===== config.mk =====
export PLATFORM = sky130hd
export DESIGN_NAME = vector_load_unit
export DESIGN_NICKNAME = d
export VERILOG_FILES = /design/src/rtl/vector_load_unit.sv
export SDC_FILE = /design/constraint.sdc
export NUM_CORES = 1
export LEC_CHECK = 0
export CAP_MARGIN = 25
export CORE_ASPECT_RATIO = 0.6
export CORE_MARGIN = 2
export CORE_UTILIZATION = 57
export CTS_BUF_LIST = sky130_fd_sc_hd__clkbuf_4
export CTS_CLUSTER_SIZE = 14
export DETAILED_ROUTE_END_ITERATION = 8
export GPL_TIMING_DRIVEN = 0
export PLACE_DENSITY = 0.9
export SYNTH_ARGS = -nofsm -noshare
export SYNTH_HDL_FRONTEND = slang
export SYNTH_SLANG_ARGS = --single-unit

===== constraint.sdc =====
create_clock -name clk -period 20.2 [get_ports clk]
set_input_delay 2.02 -clock clk [delete_from_list [all_inputs] [get_ports clk]]
set_output_delay 2.02 -clock clk [all_outputs]
set_load 0.1 [all_outputs]

===== src/rtl/vector_load_unit.sv =====
// vector_load_unit: writer side of the 16 x VLEN-bit vector register file.
//   Fetches WORDS = VLEN/WORD_W consecutive memory words over a single-outstanding
//   request/valid port, packs them little-endian into one line, then issues one
//   register file write (RD/WD/wr_enable) with a coincident done pulse.
// Ports:
//   clk, rst                  clock, asynchronous active-high reset
//   start, base_addr, dest_reg load request and its operands (sampled in IDLE only)
//   stride                    byte stride between words (only with VLOAD_STRIDE_EN)
//   busy, done                status: busy outside IDLE, done pulses with the write
//   mem_req, mem_addr         read request held until mem_rvalid, word byte address
//   mem_rdata, mem_rvalid     read response, may arrive in the same cycle as mem_req
//   RD, WD, wr_enable         register file write port, held between writes
// Configuration:
//   VLOAD_STRIDE_EN defined adds the stride input; otherwise words are contiguous
//   (stride fixed at WORD_W/8 bytes).
module vector_load_unit #(
  parameter int VLEN       = 192,
  parameter int WORD_W     = 32,
  parameter int ADDR_W     = 32,
  parameter int REG_ADDR_W = 4
) (
  input  logic                  clk,
  input  logic                  rst,
  input  logic                  start,
  input  logic [ADDR_W-1:0]     base_addr,
  input  logic [REG_ADDR_W-1:0] dest_reg,
`ifdef VLOAD_STRIDE_EN
  input  logic [ADDR_W-1:0]     stride,
`endif
  output logic                  busy,
  output logic                  done,
  output logic                  mem_req,
  output logic [ADDR_W-1:0]     mem_addr,
  input  logic [WORD_W-1:0]     mem_rdata,
  input  logic                  mem_rvalid,
  output logic [REG_ADDR_W-1:0] RD,
  output logic [VLEN-1:0]       WD,
  output logic                  wr_enable
);

  localparam int WORDS = VLEN / WORD_W;
  // idx must be able to count one past the last word without trouble
  localparam int IDX_W = (WORDS > 1) ? $clog2(WORDS + 1) : 1;
  localparam logic [IDX_W-1:0] LAST_IDX = IDX_W'(WORDS - 1);

  typedef enum logic [1:0] {
    IDLE  = 2'd0,
    FETCH = 2'd1,
    WRITE = 2'd2
  } state_e;

  state_e                  state_q, state_d;
  logic [IDX_W-1:0]        idx_q, idx_d;
  logic [ADDR_W-1:0]       base_q, base_d;
  logic [REG_ADDR_W-1:0]   dest_q, dest_d;
  logic [VLEN-1:0]         line_q, line_d;
  logic [REG_ADDR_W-1:0]   rd_q, rd_d;
  logic [VLEN-1:0]         wd_q, wd_d;
  logic [ADDR_W-1:0]       stride_eff;

`ifdef VLOAD_STRIDE_EN
  logic [ADDR_W-1:0]       stride_q, stride_d;
  assign stride_eff = stride_q;
`else
  localparam logic [ADDR_W-1:0] WORD_BYTES = ADDR_W'(WORD_W / 8);
  assign stride_eff = WORD_BYTES;
`endif

  always_ff @(posedge clk or posedge rst) begin
    if (rst) begin
      state_q  <= IDLE;
      idx_q    <= '0;
      base_q   <= '0;
      dest_q   <= '0;
      line_q   <= '0;
      rd_q     <= '0;
      wd_q     <= '0;
`ifdef VLOAD_STRIDE_EN
      stride_q <= '0;
`endif
    end else begin
      state_q  <= state_d;
      idx_q    <= idx_d;
      base_q   <= base_d;
      dest_q   <= dest_d;
      line_q   <= line_d;
      rd_q     <= rd_d;
      wd_q     <= wd_d;
`ifdef VLOAD_STRIDE_EN
      stride_q <= stride_d;
`endif
    end
  end

  always_comb begin
    state_d  = state_q;
    idx_d    = idx_q;
    base_d   = base_q;
    dest_d   = dest_q;
    line_d   = line_q;
    rd_d     = rd_q;
    wd_d     = wd_q;
`ifdef VLOAD_STRIDE_EN
    stride_d = stride_q;
`endif
    case (state_q)
      IDLE: begin
        if (start) begin
          base_d   = base_addr;
          dest_d   = dest_reg;
          idx_d    = '0;
`ifdef VLOAD_STRIDE_EN
          stride_d = stride;
`endif
          state_d  = FETCH;
        end
      end
      FETCH: begin
        if (mem_rvalid) begin
          line_d[int'(idx_q)*WORD_W +: WORD_W] = mem_rdata;
          idx_d = idx_q + IDX_W'(1);
          if (idx_q == LAST_IDX) begin
            // Snapshot the completed line (including the word arriving now) into
            // the write-port registers so WD/RD stay put until the next write.
            rd_d    = dest_q;
            wd_d    = line_d;
            state_d = WRITE;
          end
        end
      end
      WRITE: begin
        state_d = IDLE;
      end
      default: begin
        state_d = IDLE;
      end
    endcase
  end

  // Address arithmetic is plain ADDR_W-bit, so it wraps silently past the top.
  assign mem_addr  = base_q + ADDR_W'(idx_q) * stride_eff;
  assign busy      = (state_q != IDLE);
  assign mem_req   = (state_q == FETCH);
  assign wr_enable = (state_q == WRITE);
  assign done      = (state_q == WRITE);
  assign RD        = rd_q;
  assign WD        = wd_q;

endmodule


==> metrics.yaml, run 1 <==
synth:
  synth_top_flop_cell: "dfrtp_1"
  syn-num-nets: 2064
  synth_top_area_share_pct: 55.65
  async_reset_ff_share_pct: 100.0
  yosysWarnings: 0
  syn-cell-area_mm2: 0.01929
  ys_seq_elements: 429
  synth_top_area_cell: "dfrtp_1"
  syn_avg_cell_area_um2: 9.738
  synth.distinct_cells: 51
  synthCells: 1981
  yosysSeqAreaShare_pct: 55.65
  synth_area_leaders: "dfrtp_1, nand2_1, o21ai_0, mux2i_1, mux2_2"
  synth-edff-count: 0
worst_setup_path:
  cp_max_fo: 10
  worst_r2r_endpoint: "WD[10]$_DFFE_PP0P_"
  reg2reg_setup_slack_ns: 16.99
  reg2reg_depth: 10
  required_ns: 18.18
  crit_type: "reg -> out"
  start_kind: "flop"
  arrival_ns: 4.75
  r2r_start: "idx_q[0]$_DFFE_PP0P_"
  critPathCaptureType: "output pin"
global_route:
  antenna_found_initial: 4
  grt_usage_pct: 34.54
  overflow: 0
  grt_pass1_wl_um: 94230
  grt_max_degree: 136
  grt_pass1_vias: 16590
floorplanning:
  die_y_um: 146.5
  num_io_pins: 304
  die_area_mm2: 0.03538
  start_util_pct: 57.57
  rows: 52
  core_area_mm2: 0.03351
  floorplan.die.width_um: 241.5
worst_hold_path:
  min_from: "dest_q[1]$_DFFE_PP0P_"
  hold_end: "RD[1]$_DFFE_PP0P_"
  min_path_type: "reg -> reg"
  hold_depth: 2
timing:
  hold_viol_final: 0
  timing.setup.tns_ns: 0
  post-route-period-util_pct: 33.53
  slew_viol_final: 0
  tightest_slew_ns: 1.184
  fmax_ghz: 0.1476
  finalClockSkew_ns: 0.03816
  min_period_ns: 6.773
  max_slew_margin_pct: 21.07
  hold_slack_ns: 0.4667
  setup_violations: 0
  rsz0062_at_grt: "no"
detailed_routing:
  routedWlPerCell_um: 21.18
  vias: 17050
  drtIter0Drc: 2126
  drcViolationCount: 0
  dr.pass1.iters: 8
  viasPerCell: 5.883
  ant_nets: 0
  drt_wl_total_um: 61410
layout:
  regArea_mm2: 0.01074
  postLayoutCellArea_mm2: 0.02399
  layout-drive-gt1-share_pct: 13.91
  n_fill_cell: 2444
  final_nets: 2438
  layout.cells.non_filler: 2899
  multi_input_area_mm2: 0.007601
  area_delta_synth_final_pct: 24.34
place:
  dp_hpwl_um: 43610
  placed_cells_incl_taps: 2714
  portBuffers: 271
  gp_congestion: 0.9414
  dpl-instance-area_mm2: 0.02267
clock_network:
  cts_setup_buffers: 0
  cts_root_buf: "clkbuf_4"
  cts.clk_slew.worst_paths_ns: 0.08
  clockBufferDepth: 3
  htreeDepth: 3
  holdBufCountCts: 0
  cts_tree: "yes"
  numCtsBuffers: 98
  clkLatencyLatePin_ns: 0.84
  ctsResizeCount: 0
  clock-sinks: 429
outcome:
  status: "completed"
run:
  maxCapViolations: 0
-- worst max-delay path, cell delays in order, from the launching register on --
cell             delay [ns]
dfrtp_1                0.45
buf_4                  0.23
inv_1                  0.12
fa_1                   0.46
nand2b_1               0.19
a21oi_1                0.44
clkbuf_1               0.50
nand4_1                0.19
xnor2_1                0.20
clkdlybuf4s50_1        1.15
-- registers in the layout, summed over array words and instances, names as in the netlist --
register / count
dest_q: 4
idx_q: 3
RD: 4
base_q: 32
line_q: 192
WD: 192
state_q: 2
-- final cells by class --
| cell class | count | area share (%) |
|---|---|---|
| Timing Repair Buffer | 274 | 11.65 |
| Buffer | 176 | 3.683 |
| Sequential cell | 429 | 44.76 |
| Antenna cell | 3 | 0.03130 |
| Inverter | 19 | 0.3286 |
| Clock buffer | 152 | 4.757 |
| Multi-Input combinational cell | 1357 | 31.69 |
| Clock inverter | 30 | 0.7094 |
| Tap cell | 459 | 2.394 |
-- stage by stage --
stage | setup slack, ns | util (%)
2_1_floorplan | 6.233 | -
3_3_place_gp | 1.778 | 67.38
3_5_place_dp | 14.37 | 67.65
4_1_cts | 13.47 | 71.56
5_1_grt | 13.26 | 71.57
6_report | 13.43 | 71.59
-- metal layers --
layer	part of all wire [%]	vias up	GRT usage (%)
met5	0.024	-	0
met4	3.1	2	12.98
met3	13	143	13.66
met2	44	1062	49.76
met1	40	8366	47.31
li1	-	7481	-
-- cell usage after synthesis, types with 2 or more instances --
library cell,number
buf_6,8
nor3_2,2
dfrtp_1,429
nand4_1,12
and4_1,2
o21ai_1,32
o311a_1,3
and3_1,4
a21o_1,2
nor2b_1,41
a31oi_1,103
buf_4,22
xnor2_1,26
mux2i_1,89
nand2b_1,2
nand2_1,496
o21ai_0,252
buf_2,62
nand3_2,2
or2_0,29
clkbuf_1,82
nor2_1,75
and2_1,28
inv_1,18
a21oi_1,3
ha_1,10
mux2_2,66
mux2_1,6
and3b_1,2
xor2_1,3
nand3_1,45
clkbuf_2,2
nand3b_1,2
or2_2,4
-- worst max path at each step --
stage / start / endpoint / depth (start not counted)
final: idx_q[1]$_DFFE_PP0P_ / mem_addr[28] / 9
after floorplan: rst / RD[0]$_DFFE_PP0P_ / 1
after CTS: idx_q[1]$_DFFE_PP0P_ / mem_addr[28] / 9
after detailed placement: idx_q[1]$_DFFE_PP0P_ / mem_addr[18] / 9
after global placement: rst / line_q[152]$_DFFE_PP0P_ / 2
after global routing: idx_q[1]$_DFFE_PP0P_ / mem_addr[30] / 9
-- cells by family (layout without fill, tap and decap cells) --
family	after synthesis	in the layout	share of synthesized area [%]
and+or+nand+nor	756	756	17.29
adders and majority gates	11	11	0.7524
other	0	3	0
buffers and inverters	195	651	4.949
xor gates and xnor gates	29	29	1.317
AOI/OAI and AO/OA	400	400	11.23
DFF	429	429	55.65
muxes	161	161	8.821
-- placed cells by master, fill, tap and decap left out, types with 3 or more instances in the layout --
master and count:
mux2_1 6, mux2i_1 89, and3_1 4, nand2_1 496
or2_0 29, clkbuf_4 152, inv_2 4, buf_4 22
ha_1 10, dfrtp_1 429, buf_2 62, inv_1 17
and2_1 28, o21ai_0 252, nand4_1 12, clkinv_1 23
mux2_2 66, nor2_1 75, or2_2 4, nand3_1 45
xnor2_1 26, o21ai_1 32, nor2b_1 41, buf_16 3
xor2_1 3, a21oi_1 3, clkbuf_1 82, a31oi_1 103
o311a_1 3, diode_2 3, buf_6 8, clkdlybuf4s50_1 271
Power of run 1 is not shown: default switching activity piles up to over one toggle a cycle in this logic, so the estimate is an artifact.
==> run 2, diff against run 1 <==
Settings changed: CORE_UTILIZATION 57 to 50, PLACE_DENSITY 0.9 to 0.84.
Clock period 20.2 ns to 6 ns, I/O delays scaled along.
==> run 2 against run 1 <==
Against the previous run: utilization decreased by 7.3 points; hold slack worse by 0.20 ns; sequential share of layout area is 0.66 points lower; final cell count is 2.6% higher; global-route usage down 3.1 points; first-iteration DRC count is 17% lower; clock skew increased by 0.0043 ns; highest routed layer unchanged.
==> metrics.yaml, run 2 (synthesis results as in run 1) <==
outcome:
  status: "completed"  # unchanged
timing:
  setup_violations: 0  # unchanged
  fmax_ghz: 0.1845
  slew_viol_final: 0  # unchanged
  tightest_slew_ns: 1.115  # was 1.184 ns
  max_slew_margin_pct: 25.40  # was 21.07%
  hold_slack_ns: 0.2671  # was 0.4667 ns
  hold_viol_final: 0  # unchanged
  finalClockSkew_ns: 0.04249  # was 0.03816 ns
  fin_ws_ns: 0.5791  # was 13.43 ns
  post-route-period-util_pct: 90.35
  min_period_ns: 5.421
  rsz0062_at_grt: "no"  # unchanged
worst_setup_path:
  arrival_ns: 4.82  # was 4.75 ns
  crit_chain: "buf_4 -> inv_1 -> fa_1 -> nand2b_1 -> a21oi_1 -> clkbuf_1 -> nand4_1 -> xnor2_1 -> clkdlybuf4s50_1"  # unchanged
  r2r_start: "idx_q[0]$_DFFE_PP0P_"  # unchanged
  required_ns: 5.40  # was 18.18 ns
  worst-path-buf-inv: 4  # unchanged
  path_depth: 9  # unchanged
  reg2reg_setup_slack_ns: 2.99  # was 16.99 ns
  critPathTopFamily: "buffers and inverters"  # unchanged
  worst_r2r_endpoint: "WD[10]$_DFFE_PP0P_"  # unchanged
  critPathCaptureType: "output pin"  # unchanged
  critical-path-max-stage-delay_ns: 1.16  # was 1.15 ns
  crit_type: "reg -> out"  # unchanged
  slowest_stage: "clkdlybuf4s50_1"  # unchanged
  cp_max_fo: 10  # unchanged
  reg2reg_depth: 10  # unchanged
  start_kind: "flop"  # unchanged
floorplanning:
  die_area_mm2: 0.04022  # was 0.03538 mm²
  core_area_mm2: 0.03785  # was 0.03351 mm²
  rows: 55  # was 52
  start_util_pct: 50.97  # was 57.57%
  die_y_um: 156.2  # was 146.5 µm
  floorplan.die.width_um: 257.6  # was 241.5 µm
  num_io_pins: 304  # unchanged
clock_network:
  holdBufCountCts: 0  # unchanged
  clock-sinks: 429  # unchanged
  cts_root_buf: "clkbuf_4"  # unchanged
  cts.clk_slew.worst_paths_ns: 0.08  # about the same
  htreeDepth: 3  # unchanged
  ctsResizeCount: 0  # unchanged
  clockBufferDepth: 3  # unchanged
  clkLatencyLatePin_ns: 0.83  # was 0.84 ns
  cts_setup_buffers: 0  # unchanged
  numCtsBuffers: 102  # was 98
  cts_tree: "yes"  # unchanged
global_route:
  grtUsageMet2_pct: 46.27  # was 49.76%
  overflow: 0  # unchanged
  grt_usage_pct: 31.40  # was 34.54%
  grt_use_met1_pct: 44.01  # was 47.31%
  grt_pass1_vias: 16580  # was 16590
  antenna_found_initial: 6  # was 4
  grt_max_degree: 46  # was 136
  busiest_layer: "met2"  # unchanged
  met3_usage_pct: 8.463  # was 13.66%
  grt_pass1_wl_um: 96140  # was 94230 µm
place:
  placed_cells_incl_taps: 2776  # was 2714
  place_ws_ns: 1.558  # was 14.37 ns
  dp_hpwl_um: 45660  # was 43610 µm
  gp_congestion: 0.9350  # was 0.9414
  portBuffers: 271  # unchanged
layout:
  final_util_pct: 64.32  # was 71.59%
  final_common_cell: "nand2_1"  # unchanged
  final_nets: 2451  # was 2438
  layout-drive-gt1-share_pct: 14.45  # was 13.91%
  layout.cells.non_filler: 2973  # was 2899
  area_delta_synth_final_pct: 26.20  # was 24.34%
  mostFrequentLayoutCells: "nand2_1, dfrtp_1, clkdlybuf4s50_1, o21ai_0, clkbuf_4"  # unchanged
  n_fill_cell: 3024  # was 2444
detailed_routing:
  viasPerCell: 5.733  # was 5.883
  routedWlPerCell_um: 21.33  # was 21.18 µm
  drcViolationCount: 0  # unchanged
  drtIter0Drc: 1768  # was 2126
  vias: 17040  # was 17050
  ant_nets: 0  # unchanged
  drt_wl_total_um: 63430  # was 61410 µm
  dr.pass1.iters: 5  # was 8
worst_hold_path:
  min_from: "mem_rdata[31]"  # was dest_q[1]$_DFFE_PP0P_
  min_path_type: "in -> reg"  # was reg -> reg
  hold_end: "line_q[95]$_DFFE_PP0P_"  # was RD[1]$_DFFE_PP0P_
  hold_depth: 3  # was 2
run:
  maxCapViolations: 0  # unchanged
[run 2: cell types whose count changed in the layout (fill, tap and decap cells not counted), moves of 2 or more]
cell,before,now
inv_2,4,1
clkinv_1,23,27
clkinvlp_4,1,4
bufinv_16,2,4
clkbuf_4,152,156
buf_12,0,10
[run 2: how the worst max path moves through the flow]
stage | from | end | slack, ns
2_1_floorplan | rst | RD[0]$_DFFE_PP0P_ | -0.39
3_3_place_gp | rst | WD[153]$_DFFE_PP0P_ | -3.00
3_5_place_dp | idx_q[1]$_DFFE_PP0P_ | mem_addr[30] | 1.56
4_1_cts | idx_q[1]$_DFFE_PP0P_ | mem_addr[30] | 0.63
5_1_grt | idx_q[1]$_DFFE_PP0P_ | mem_addr[14] | 0.45
6_report | idx_q[1]$_DFFE_PP0P_ | mem_addr[30] | 0.58
[run 2: area by class of cell]
cell class	instances	area (µm²)	share of cell area [%]
sequential	429	10740	44.10
multi-input combinational	1357	7601	31.22
timing repair buffer	283	2968	12.19
clock buffer	156	1171	4.810
buffer	176	883.3	3.628
tap	513	641.9	2.636
clock inverter	37	262.8	1.079
inverter	19	75.07	0.3084
antenna	3	7.507	0.03084
[run 2: per-layer routing]
metal,share of wire (%),up-vias,wire length [µm]
met5,0.043,-,27
met2,44,927,27870
met4,3.5,4,2193
li1,-,7493,-
met3,10,145,6634
met1,42,8475,26690
[run 2: stage by stage]
stage / TNS, ns / cell area, µm²
6_report: 0 / 24350
4_1_cts: 0 / 24310
5_1_grt: 0 / 24340
2_1_floorplan: -167.91 / 19290
3_5_place_dp: 0 / 22880
3_3_place_gp: -1254.12 / 22650
[run 2: worst reg2reg max path, stage by stage, from the launching register on]
cell	delay [ns]
dfrtp_1	0.48
buf_4	0.25
inv_1	0.13
ha_1	0.25
ha_1	0.27
buf_2	0.17
nor2_1	0.27
nand3_2	0.29
buf_2	0.35
mux2i_1	0.31
o21ai_0	0.12
Power of run 2 is left out for the same reason.
==> run 3, diff against run 2 <==
Settings changed: CORE_MARGIN 2 to default.
==> run 3 against run 2 <==
Against the previous run: count of clock-buffer cells in the layout down 8; critical endpoint is now mem_addr[26]; register-to-register slack better by 0.04 ns; worst setup slack better by 0.091 ns.
==> metrics.yaml, run 3 (synthesis results as in run 1) <==
worst_setup_path:
  arrival_ns: 4.73  # was 4.82 ns
  critPathCaptureType: "output pin"  # unchanged
  required_ns: 5.40  # about the same
  start_kind: "flop"  # unchanged
  worst_r2r_endpoint: "line_q[132]$_DFFE_PP0P_"  # was WD[10]$_DFFE_PP0P_
  reg2reg_setup_slack_ns: 3.03  # was 2.99 ns
  reg2reg_depth: 10  # unchanged
  r2r_start: "idx_q[0]$_DFFE_PP0P_"  # unchanged
  critPathCapture: "mem_addr[26]"  # was mem_addr[30]
  crit_type: "reg -> out"  # unchanged
  cp_max_fo: 10  # unchanged
  crit_path_start: "idx_q[1]$_DFFE_PP0P_"  # unchanged
floorplanning:
  die_area_mm2: 0.03940  # was 0.04022 mm²
  floorplan.die.width_um: 255.6  # was 257.6 µm
  start_util_pct: 50.97  # unchanged
  num_io_pins: 304  # unchanged
  rows: 55  # unchanged
  die_y_um: 154.2  # was 156.2 µm
  core_area_mm2: 0.03785  # unchanged
timing:
  min_period_ns: 5.330  # was 5.421 ns
  finalClockSkew_ns: 0.03765  # was 0.04249 ns
  fin_ws_ns: 0.6703  # was 0.5791 ns
  post-route-period-util_pct: 88.83  # was 90.35%
  max_slew_margin_pct: 25.55  # was 25.40%
  setup_violations: 0  # unchanged
  tightest_slew_ns: 1.113  # was 1.115 ns
  rsz0062_at_grt: "no"  # unchanged
  slew_viol_final: 0  # unchanged
  fmax_ghz: 0.1876  # was 0.1845 GHz
  hold_viol_final: 0  # unchanged
detailed_routing:
  ant_nets: 0  # unchanged
  drtIter0Drc: 1974  # was 1768
  routedWlPerCell_um: 21.02  # was 21.33 µm
  drt_wl_total_um: 62200  # was 63430 µm
  drcViolationCount: 0  # unchanged
  viasPerCell: 5.738  # was 5.733
  dr.pass1.iters: 6  # was 5
  vias: 16980  # was 17040
place:
  dpl-instance-area_mm2: 0.02285  # was 0.02288 mm²
  gp_congestion: 0.9229  # was 0.9350
  portBuffers: 271  # unchanged
  place_ws_ns: 1.597  # was 1.558 ns
  dp_hpwl_um: 45020  # was 45660 µm
layout:
  final_util_pct: 63.82  # was 64.32%
  layout-drive-gt1-share_pct: 14.04  # was 14.45%
  final_common_cell: "nand2_1"  # unchanged
  mostFrequentLayoutCells: "nand2_1, dfrtp_1, clkdlybuf4s50_1, o21ai_0, clkbuf_4"  # unchanged
  area_delta_synth_final_pct: 25.22  # was 26.20%
  final_nets: 2447  # was 2451
  postLayoutCellArea_mm2: 0.02416  # was 0.02435 mm²
global_route:
  grt_usage_pct: 31.51  # was 31.40%
  grt_max_degree: 46  # unchanged
  grt_pass1_vias: 16680  # was 16580
  grt_pass1_wl_um: 95210  # was 96140 µm
  overflow: 0  # unchanged
  antenna_found_initial: 5  # was 6
clock_network:
  cts.clk_slew.worst_paths_ns: 0.07  # was 0.08 ns
  clkLatencyLatePin_ns: 0.81  # was 0.83 ns
  htreeDepth: 3  # unchanged
  ctsResizeCount: 0  # unchanged
  clock-sinks: 429  # unchanged
  cts_root_buf: "clkbuf_4"  # unchanged
  numCtsBuffers: 99  # was 102
  cts_tree: "yes"  # unchanged
  clockBufferDepth: 3  # unchanged
  holdBufCountCts: 0  # unchanged
  cts_setup_buffers: 0  # unchanged
outcome:
  status: "completed"  # unchanged
run:
  maxCapViolations: 0  # unchanged
worst_hold_path:
  min_path_type: "in -> async"  # was in -> reg
run 3: per-stage QoR:
step	hold slack (ns)	TNS, ns	std cells
finish	0.3057	0	2959
global route	0.2521	0	2958
CTS	0.2559	0	2955
detailed placement	0.4628	0	2775
global placement	0.4507	-1233.76	2765
floorplan	0.4348	-167.91	1981
run 3: metal layers:
| layer | share of wire (%) | vias to the layer above | global-route usage [%] |
|---|---|---|---|
| met5 | 0 | - | 0 |
| met4 | 3.4 | 0 | 12.23 |
| met2 | 43 | 946 | 45.70 |
| met3 | 11 | 124 | 9.083 |
| met1 | 42 | 8435 | 44.70 |
| li1 | - | 7474 | - |
run 3: cell type report:
cell class,instances,area [µm²]
Inverter,19,75.07
Timing Repair Buffer,282,2940
Sequential cell,429,10740
Tap cell,513,641.9
Clock buffer,148,1111
Clock inverter,32,160.2
Buffer,176,883.3
Fill cell,3005,13690
Multi-Input combinational cell,1357,7601
Antenna cell,3,7.507
run 3: critical path: stages (launching register included):
cell and delay (ns):
dfrtp_1 0.44, buf_4 0.22, inv_1 0.13, fa_1 0.48, nand2b_1 0.18, a21oi_1 0.35, clkbuf_1 0.54, nand3_1 0.18
xnor2_1 0.22, clkdlybuf4s50_1 1.17
run 3: worst min-delay path by stage:
stage / start / to / slack [ns]
final: rst / WD[171]$_DFFE_PP0P_ / 0.31
after global routing: mem_rdata[4] / line_q[68]$_DFFE_PP0P_ / 0.25
after CTS: mem_rdata[4] / line_q[68]$_DFFE_PP0P_ / 0.26
after detailed placement: dest_q[3]$_DFFE_PP0P_ / RD[3]$_DFFE_PP0P_ / 0.46
after global placement: dest_q[2]$_DFFE_PP0P_ / RD[2]$_DFFE_PP0P_ / 0.45
after floorplan: dest_q[0]$_DFFE_PP0P_ / RD[0]$_DFFE_PP0P_ / 0.43
Power of run 3 is left out for the same reason.
